### src/rtl/shift_seq_pkg.sv
// Shared encodings for the shift/BCD sequencer: op codes, FSM states, result width
// and seven-segment patterns for the display scanner.
package shift_seq_pkg;

    typedef enum logic [2:0] {
        OP_PASS = 3'b000,
        OP_MUL2 = 3'b001,
        OP_MUL4 = 3'b010,
        OP_DIV2 = 3'b011,
        OP_DIV4 = 3'b100
    } op_e;

    typedef enum logic [1:0] {
        ST_IDLE  = 2'd0,
        ST_SHIFT = 2'd1,
        ST_CONV  = 2'd2,
        ST_DONE  = 2'd3
    } state_e;

    // Two spare bits hold x4 of the largest operand without overflow.
    function automatic int res_width(input int data_w);
        return data_w + 2;
    endfunction

    // Codes 101-111 fall through to pass (zero shifts).
    function automatic logic [1:0] shift_count(input logic [2:0] op);
        case (op)
            OP_MUL2, OP_DIV2: return 2'd1;
            OP_MUL4, OP_DIV4: return 2'd2;
            default:          return 2'd0;
        endcase
    endfunction

    function automatic logic is_left(input logic [2:0] op);
        return (op == OP_MUL2) || (op == OP_MUL4);
    endfunction

    // Active-high gfedcba patterns.
    localparam logic [6:0] SEG_0     = 7'h3F;
    localparam logic [6:0] SEG_1     = 7'h06;
    localparam logic [6:0] SEG_2     = 7'h5B;
    localparam logic [6:0] SEG_3     = 7'h4F;
    localparam logic [6:0] SEG_4     = 7'h66;
    localparam logic [6:0] SEG_5     = 7'h6D;
    localparam logic [6:0] SEG_6     = 7'h7D;
    localparam logic [6:0] SEG_7     = 7'h07;
    localparam logic [6:0] SEG_8     = 7'h7F;
    localparam logic [6:0] SEG_9     = 7'h6F;
    localparam logic [6:0] SEG_BLANK = 7'h00;

    function automatic logic [6:0] seg7(input logic [3:0] digit);
        case (digit)
            4'd0:    return SEG_0;
            4'd1:    return SEG_1;
            4'd2:    return SEG_2;
            4'd3:    return SEG_3;
            4'd4:    return SEG_4;
            4'd5:    return SEG_5;
            4'd6:    return SEG_6;
            4'd7:    return SEG_7;
            4'd8:    return SEG_8;
            4'd9:    return SEG_9;
            default: return SEG_BLANK;
        endcase
    endfunction

endpackage

### src/rtl/bcd_dd_step.sv
// One combinational double-dabble iteration: add 3 to every digit >= 5, then shift
// the digit vector left by one taking bit_in at the bottom. Latency: 0 cycles.
module bcd_dd_step #(
    parameter int BCD_DIGITS = 4
) (
    input  logic [4*BCD_DIGITS-1:0] bcd_in,
    input  logic                    bit_in,
    output logic [4*BCD_DIGITS-1:0] bcd_out
);

    localparam int BW = 4 * BCD_DIGITS;

    logic [BW-1:0] adj;

    for (genvar g = 0; g < BCD_DIGITS; g++) begin : g_digit
        assign adj[4*g +: 4] = (bcd_in[4*g +: 4] >= 4'd5) ? bcd_in[4*g +: 4] + 4'd3
                                                          : bcd_in[4*g +: 4];
    end

    // The top carry is always zero when the digit count covers the result range.
    assign bcd_out = BW'({adj, bit_in});

endmodule

### src/rtl/shift_seq_ctrl.sv
// Sequencer: latch operand/op on START, shift one bit per clock, then serial binary-to-BCD.
// Latency N+RES_W edges to DONE; START is ignored while BUSY. Macro SHIFT_SEQ_ROUND_EN adds half-up rounding on divides.
module shift_seq_ctrl
    import shift_seq_pkg::*;
#(
    parameter int DATA_W     = 8,
    parameter int BCD_DIGITS = 4
) (
    input  logic                    CLK,
    input  logic                    RST_N,
    input  logic                    START,
    input  logic [2:0]              OP,
    input  logic [DATA_W-1:0]       OPERAND,
    output logic                    BUSY,
    output logic                    DONE,
    output logic [DATA_W+1:0]       RESULT,
    output logic [4*BCD_DIGITS-1:0] BCD
);

    localparam int RES_W = res_width(DATA_W);
    localparam int BW    = 4 * BCD_DIGITS;
    localparam int IW    = $clog2(RES_W);
    localparam logic [IW-1:0] ITER_LAST = IW'(RES_W - 1);

    state_e            state_q, state_d;
    logic [RES_W-1:0]  val_q;
    logic [RES_W-1:0]  sr_q;
    logic [RES_W-1:0]  shift_nxt;
    logic [BW-1:0]     bcd_q;
    logic [BW-1:0]     bcd_step;
    logic [IW-1:0]     iter_q;
    logic [1:0]        cnt_q;
    logic              left_q;

    always_comb begin
        shift_nxt = left_q ? (val_q << 1) : (val_q >> 1);
`ifdef SHIFT_SEQ_ROUND_EN
        // val_q[0] is the bit leaving on the final right shift; fold it in on the way out.
        if (!left_q && cnt_q == 2'd1) begin
            shift_nxt = shift_nxt + RES_W'(val_q[0]);
        end
`endif
    end

    bcd_dd_step #(.BCD_DIGITS(BCD_DIGITS)) u_step (
        .bcd_in  (bcd_q),
        .bit_in  (sr_q[RES_W-1]),
        .bcd_out (bcd_step)
    );

    always_ff @(posedge CLK or negedge RST_N) begin
        if (!RST_N) begin
            state_q <= ST_IDLE;
        end else begin
            state_q <= state_d;
        end
    end

    always_comb begin
        state_d = state_q;
        case (state_q)
            ST_IDLE:  if (START) state_d = (shift_count(OP) != 2'd0) ? ST_SHIFT : ST_CONV;
            ST_SHIFT: if (cnt_q == 2'd1) state_d = ST_CONV;
            ST_CONV:  if (iter_q == ITER_LAST) state_d = ST_DONE;
            ST_DONE:  state_d = ST_IDLE;
            default:  state_d = ST_IDLE;
        endcase
    end

    assign BUSY = (state_q != ST_IDLE);
    assign DONE = (state_q == ST_DONE);

    always_ff @(posedge CLK or negedge RST_N) begin
        if (!RST_N) begin
            val_q  <= '0;
            sr_q   <= '0;
            bcd_q  <= '0;
            iter_q <= '0;
            cnt_q  <= '0;
            left_q <= 1'b0;
            RESULT <= '0;
            BCD    <= '0;
        end else begin
            case (state_q)
                ST_IDLE: begin
                    iter_q <= '0;
                    if (START) begin
                        val_q  <= RES_W'(OPERAND);
                        sr_q   <= RES_W'(OPERAND);
                        bcd_q  <= '0;
                        cnt_q  <= shift_count(OP);
                        left_q <= is_left(OP);
                    end
                end
                ST_SHIFT: begin
                    val_q <= shift_nxt;
                    sr_q  <= shift_nxt;
                    cnt_q <= cnt_q - 2'd1;
                end
                ST_CONV: begin
                    // val_q keeps the result; sr_q is the copy consumed MSB-first.
                    bcd_q  <= bcd_step;
                    sr_q   <= sr_q << 1;
                    iter_q <= iter_q + IW'(1);
                    if (iter_q == ITER_LAST) begin
                        RESULT <= val_q;
                        BCD    <= bcd_step;
                    end
                end
                default: ;
            endcase
        end
    end

endmodule

### config.mk
export PLATFORM = sky130hd
export DESIGN_NAME = shift_seq_ctrl
export DESIGN_NICKNAME = d
export VERILOG_FILES = /design/src/rtl/shift_seq_pkg.sv /design/src/rtl/bcd_dd_step.sv /design/src/rtl/shift_seq_ctrl.sv
export SDC_FILE = /design/constraint.sdc
export NUM_CORES = 1
export LEC_CHECK = 0
export ABC_AREA = 0
export BUFFER_PORTS_ARGS = -buffer_cell sky130_fd_sc_hd__buf_4
export CORE_ASPECT_RATIO = 2
export CORE_MARGIN = 2
export CORE_UTILIZATION = 63
export CTS_CLUSTER_SIZE = 28
export DETAILED_ROUTE_END_ITERATION = 16
export PLACE_DENSITY = 0.85
export SYNTH_ARGS = -nofsm -noshare
export SYNTH_HDL_FRONTEND = slang
export SYNTH_SLANG_ARGS = --single-unit
### constraint.sdc
create_clock -name CLK -period 2.3 [get_ports CLK]
set_input_delay 0.46 -clock CLK [delete_from_list [all_inputs] [get_ports CLK]]
set_output_delay 0.46 -clock CLK [all_outputs]
set_load 0.02 [all_outputs]
Yosys cells after proc, flatten, opt, wreduce, memory -nomap -nowiden. Index checks and enable logic that the tools add are counted.

Bits in registers: 71. Bits of input ports: 14. Word-level logic and storage cells: 66.

Add/subtract/negate cells: 6. $lt $le $gt $ge: 4. Equality and inequality tests: 12. Muxes and demuxes: 20. Reductions and logical operators: 15.

Operator list (number): one-hot mux 16 bit (2 select lines) (1); one-hot mux 10 bit (3 select lines) (1); 2-to-1 mux 10 bit (2); one-hot mux 10 bit (2 select lines) (1); greater-or-equal comparator 4 x 3 -> 1 bit (second input constant) (4); 2-to-1 mux 16 bit (1); adder 4 x 2 -> 4 bit (second input constant) (3); 2-to-1 mux 2 bit (6); 2-to-1 mux 4 bit (3); AND reduction 2 bit (5); one-hot mux 2 bit (2 select lines) (2); one-hot mux 2 bit (4 select lines) (1); one-hot mux 4 bit (2 select lines) (1); nonzero test 2 bit (4); == test 3 x 2 -> 1 bit (second input constant) (2); inequality test 2 bit (second input constant) (3); adder 4 x 1 -> 4 bit (second input constant) (1); == test 2 x 1 -> 1 bit (second input constant) (2); == test 2 bit (second input constant) (2); == test 4 bit (second input constant) (1); OR reduction 2 bit (2); adder 3 x 2 -> 3 bit (second input constant) (1); == test 3 x 1 -> 1 bit (second input constant) (1); == test 3 bit (second input constant) (1); other kinds (6) (6).

Logic depth before layout (Yosys ltp). Gate-level depths: netlist (run 1).

Word-level depth: 9. Gate-level depth with buffers: 8. Depth with buffers taken out: 6.

By module. A second synthesis (run 1) with hierarchy kept.

Cell total of the unflattened synthesis: 360. Area total of the unflattened synthesis: 3723.6 sq um.

Modules (own cells, without submodules): shift_seq_ctrl (instances 1, cells an instance 299, area each 3330.7 sq um, seq. area each 1776.7 sq um); bcd_dd_step (instances 1, cells an instance 61, area each 392.9 sq um, seq. area each 0.0 sq um).

Least setup slack after synthesis (run 1). Ideal clock, no wire load.

Path type: register to register. Start point: reg state_q[0]. End point: reg sr_q[1]. Library setup time: 121 ps. Data arrival time: 1441 ps. Data required time: 2179 ps. Slack: 738 ps. Cell stages (with the launch flop): 8. Buffers on the path: 1. Period minus slack after synthesis: 1562 ps. Cell sequence: dfrtp_1 > inv_1 > ha_1 > buf_2 > or2_4 > nand2_4 > nor2_1 > a22o_1.

Cells in the longest elaborated chain, start to end: 3. Elaborated cells on any way between the ends: 7.

Ends and longest elaborated chain: start: declaration (line shift_seq_ctrl.sv:25) `state_e state_q, state_d;`; start signal: assignment (line shift_seq_ctrl.sv:55) `state_q <= state_d;`; == test 2 bit (tied with other cells) (line shift_seq_ctrl.sv:84) `case (state_q)`; nonzero test 3 bit (no line) or inequality test 2 bit (tied branches); AND reduction 2 bit (no line); end signal: assignment (line shift_seq_ctrl.sv:89) `sr_q <= RES_W'(OPERAND);`; end signal: assignment (line shift_seq_ctrl.sv:97) `sr_q <= shift_nxt;`; end signal: assignment (line shift_seq_ctrl.sv:103) `sr_q <= sr_q << 1;`; end: declaration (line shift_seq_ctrl.sv:27) `logic [RES_W-1:0] sr_q;`.

Parallel ways exist; a longest one is shown, timed or not. A chain may end at the register's enable or synchronous reset.

Final worst setup path (run 1).
Start point: reg state_q[1]. End point: out BUSY.

Cells in the longest elaborated chain, start to end: 1.

Ends and longest elaborated chain: nonzero test 2 bit (line shift_seq_ctrl.sv:70) `assign BUSY = (state_q != ST_IDLE);`; end: declaration (line shift_seq_ctrl.sv:14) `output logic BUSY,`.

Every way passes these cells.

==> metrics.csv, run 1 <==
metric,value,unit
fin_nets,418,
cts_root_buffer,clkbuf_8,
grt_max_degree,38,
coreArea,5470,um2
design_area,4120,um2
cts_resized,0,
wl_met2,4330,um
rsz0062_at_grt,false,
timing.final.crit_share,0.860,
firstDrtPassIters,4,
final_cell_mix,"71 x dfrtp_1, 52 x nand2_1, 45 x buf_4",
slew_headroom,0.618,
status,"complete, no violations",
htree_levels,3,
synth_xor_xnor_area_share,0.0195,
cts_tree,done,
powerDensity,1150,nW/um2
crit_path_start,state_q[1],
rows,38,
mostFrequentLayoutCell,dfrtp_1,
synth_top_family_by_area,compound AO/OA/AOI/OAI gates,
numClockSinks,71,
drc,0,
total_power,4.73,mW
postRouteAntennaNets,0,
crit_arrival,1.52,ns
chipHeight,111,um
fin_crit,1.98,ns
clock_skew,0.00733,ns
dieArea,6360,um2
finalSetupViolations,0,
async_flop_share,1.00,
rr_startpoint,state_q[0],
grt_use_total,0.261,
leakage,1.96,nW
fin_util,0.754,
timing.final.hold_violations,0,
clkSlewWorstSetupHoldPaths,0.07,ns
pin_count,42,
grt_pass1_wl,12800,um
drv_slew,0,
drv_cap,0,
hp-class,in -> async,
cts_hold_buf,0,
pre_cts_slack,0.467,ns
die_x,57.4,um
avgViaCountPerCell,6.08,
tightest_slew,0.571,ns
crit_required,1.84,ns
dp_cells,438,
max_stage_delay,0.40,ns
overflow,0,
critPathSlowestCell,dfrtp_1,
ys_ff_latch,71,
synthMuxAreaShare,0.0780,
syn-cell-area,3590,um2
syn_avg_cell_area,10.3,um2
fin_ws,0.322,ns
whs,0.0713,ns
routedWlPerCell,16.8,um
hpwl,5580,um
yosysWarnings,0,
numCtsBuffers,9,
initial_core_util,0.657,
syn2layout_area_growth,14.7,%
met3WireLength,275,um
peakVddDrop,1.03,mV
wl,7640,um
antenna_cells,0,
synth_edf_count,0,
path_cells,"inv_1, ha_1, inv_2, buf_4",
synthSimpleGateAreaFrac,0.140,
syn_inst,348,
via_count,2762,
grt_antenna_before_repair,0,
dr.max_layer_used,met4,
tns,0,ns
synth_nets,377,
synth_compound_area_frac,0.169,
end_kind,output pin,
grt_pass1_vias,2758,
fmax,506,MHz
synth_flop_cell,dfrtp_1,
clock_path_buffers,2,
cts_setup_buffers,0,
clock_latency,0.34,ns
drive_above_1_share,0.246,
fillers,390,
io_buffers,41,
placed_area,3910,um2
fin_cells,454,
met1_length,2750,um
path_class,reg -> out,
synth_adder_area_share,0.0523,
gp_congestion,0.816,
synth_seq_area_share,0.495,
dr.first_iter.drc_count,123,
path_max_fanout,8,
cp-start-kind,flip-flop,
synth_cell_types,40,
flip-flops by register name (all words and copies together) (netlist names):
signal,count
BCD,16
sr_q,10
val_q,10
left_q,1
RESULT,10
cnt_q,2
state_q,2
iter_q,4
bcd_q,16
report_power, final:
| group | switching (mW) | internal [mW] |
|---|---|---|
| logic | 1.18 | 0.803 |
| registers | 0.225 | 1.50 |
| clock network | 0.461 | 0.558 |
| total | 1.87 | 2.86 |
area by class of cell:
| cell class | instances | area [um2] | share of cell area |
|---|---|---|---|
| sequential | 71 | 1780 | 0.431 |
| multi-input combinational | 246 | 1650 | 0.400 |
| timing repair buffer | 46 | 358 | 0.0869 |
| clock buffer | 11 | 151 | 0.0367 |
| tap | 60 | 75.1 | 0.0182 |
| clock inverter | 5 | 56.3 | 0.0137 |
| inverter | 15 | 56.3 | 0.0137 |
kinds of logic (layout without fill, tap and decap cells):
family / after synthesis / in the layout
AND/OR/NAND/NOR: 103 / 103
XOR/XNOR: 8 / 8
multiplexers: 25 / 25
AO/OA/AOI/OAI: 95 / 95
buffers and inverters: 31 / 77
flip-flops: 71 / 71
adder cells (fa/ha/maj): 15 / 15
synthesized netlist by cell type, drive strengths merged (2+ instances only):
master	instances	area (um2)
ha	15	188
o31ai	6	45.0
a21boi	9	78.8
inv	15	56.3
mux2	24	270
a32o	4	40.0
o21ai	38	190
dfrtp	71	1780
nor3b	8	60.1
buf	12	96.3
xor2	2	17.5
nand2	56	225
a22o	9	78.8
and2	2	15.0
nor2	17	63.8
a21oi	16	80.1
nand3	10	50.1
o22ai	7	43.8
clkbuf	4	15.0
xnor2	6	52.6
nand2b	7	48.8
routing by layer:
layer,track usage,vias up
li1,-,1299
met1,0.285,1365
met2,0.455,77
met3,0.0537,21
met4,0.136,0
met5,0,-
final timing paths:
check / slack (ns) / cells past startpoint / to
worst max-delay path: 0.32 / 4 / BUSY
worst min-delay path: 0.07 / 1 / BCD[3]
worst max register to register: 0.41 / 6 / cnt_q[1]
worst min register to register: 0.49 / 2 / BCD[8]
max in group asynchronous: 1.66 / 2 / iter_q[2]
min in group CLK: 0.34 / 2 / left_q
critical path, delay by kind of cell (launching register included):
family	cells	cell delay, ns
adders and majority gates	1	0.38
buffers and inverters	3	0.40
DFF	1	0.40
No activity file was read; power rests on OpenSTA's default activity.
==> run 2: changes to the inputs <==
Clock period 2.3 ns to 2.57 ns, I/O delays scaled along.
==> run 2 against run 1 <==
First-iteration DRC count shrank 6.5%. Sequential cell count is the same. Critical path depth is the same. Register-to-register slack gained 0.18 ns. Via count shrank 2.2%.
==> metrics.csv, run 2 (synthesis results as in run 1) <==
metric,value,unit,change
status,"complete, no violations",,unchanged
hp-class,in -> async,,unchanged
crit_required,2.06,ns,was 1.84 ns
grt_max_degree,72,,was 38
drv_cap,0,,unchanged
antenna_cells,0,,unchanged
path_class,reg -> out,,unchanged
initial_core_util,0.657,,unchanged
max_stage_delay,0.42,ns,was 0.40 ns
cts_setup_buffers,0,,unchanged
cts_root_buffer,clkbuf_8,,unchanged
rsz0062_at_grt,false,,unchanged
fillers,402,,was 390
htree_levels,3,,unchanged
fin_nets,415,,was 418
drive_above_1_share,0.238,,was 0.246
coreArea,5470,um2,unchanged
postRouteAntennaNets,0,,unchanged
firstDrtPassIters,4,,unchanged
rr_startpoint,state_q[1],,was state_q[0]
powerDensity,1040,nW/um2,was 1150 nW/um2
path_max_fanout,8,,unchanged
cts_hold_buf,0,,unchanged
via_count,2700,,was 2762
avgViaCountPerCell,5.99,,was 6.08
grt_antenna_before_repair,0,,unchanged
finalSetupViolations,0,,unchanged
clock_path_buffers,2,,unchanged
hpwl,5560,um,was 5580 um
cp-start-kind,flip-flop,,unchanged
timing.final.hold_violations,0,,unchanged
top_regs,"BCD: 16 flops, bcd_q: 16 flops",,unchanged
total_power,4.26,mW,was 4.73 mW
chipHeight,111,um,unchanged
io_buffers,41,,unchanged
path_cells,"inv_1, ha_1, inv_2, buf_4",,unchanged
routedWlPerCell,17.0,um,was 16.8 um
end_kind,output pin,,unchanged
cts_resized,0,,unchanged
dr.first_iter.drc_count,115,,was 123
leakage,1.95,nW,was 1.96 nW
slew_headroom,0.400,,was 0.618
grt_pass1_vias,2741,,was 2758
multiInputGateArea,1650,um2,unchanged
critPathSlowestCell,dfrtp_1,,unchanged
tns,0,ns,unchanged
crit_path_start,state_q[0],,was state_q[1]
numCtsBuffers,9,,unchanged
wl,7670,um,was 7640 um
cts_tree,done,,unchanged
grt_use_total,0.262,,was 0.261
timing.critical_path.max_delay_family,flip-flops,,unchanged
syn2layout_area_growth,14.2,%,was 14.7%
whs,0.295,ns,was 0.0713 ns
drv_slew,0,,unchanged
tightest_slew,0.899,ns,was 0.571 ns
fin_crit,2.03,ns,
rows,38,,unchanged
mostFrequentLayoutCell,dfrtp_1,,unchanged
die_x,57.4,um,unchanged
grt_pass1_wl,12800,um,about the same
clock_skew,0.00623,ns,was 0.00733 ns
drc,0,,unchanged
gp_congestion,0.821,,was 0.816
pin_count,42,,unchanged
crit_buf_inv,3,,unchanged
clkSlewWorstSetupHoldPaths,0.07,ns,about the same
area.sequential,1780,um2,unchanged
rrSetupSlack,0.59,ns,was 0.41 ns
numClockSinks,71,,unchanged
fin_util,0.750,,was 0.754
dieArea,6360,um2,unchanged
overflow,0,,unchanged
peakVddDrop,0.813,mV,was 1.03 mV
final_cell_mix,"71 x dfrtp_1, 52 x nand2_1, 43 x buf_4",,"was 71 x dfrtp_1, 52 x nand2_1, 45 x buf_4"
fmax,493,MHz,
crit_arrival,1.51,ns,was 1.52 ns
timing.final.crit_share,0.789,,
clock_latency,0.35,ns,was 0.34 ns
## run 2: final timing paths
kind                            depth (start not counted)         end
worst max-delay path                                    4        BUSY
worst min-delay path                                    1      BCD[5]
worst max register to register                          6  state_q[0]
worst min register to register                          2     BCD[13]
max in group asynchronous                               1   iter_q[2]
min in group CLK                                        2      left_q
## run 2: power breakdown
| part | total [mW] | switching [mW] | internal, mW |
|---|---|---|---|
| clock | 0.989 | 0.416 | 0.573 |
| combinational | 1.73 | 1.04 | 0.693 |
| sequential | 1.54 | 0.199 | 1.34 |
| total | 4.26 | 1.65 | 2.61 |
## run 2: cell type report
cell class                      instances  share of cell area
Tap cell                               60              0.0183
Timing Repair Buffer                   43              0.0787
Inverter                               15              0.0137
Multi-Input combinational cell        246               0.402
Clock buffer                           11              0.0345
Sequential cell                        71               0.433
Clock inverter                          5              0.0198
## run 2: through the flow
stage / instance area [um2] / setup slack (ns) / std cells
finish: 4100 / 0.542 / 451
global route: 4100 / 0.417 / 451
CTS: 4100 / 0.527 / 451
detailed placement: 3880 / 0.628 / 435
global placement: 3880 / 0.672 / 435
floorplan: 3590 / 1.01 / 348
## run 2: per-layer routing
layer / global-route usage / routed length (um)
met5: 0 / 0
met4: 0.136 / 253
met3: 0.0630 / 238
met2: 0.446 / 4420
met1: 0.290 / 2750
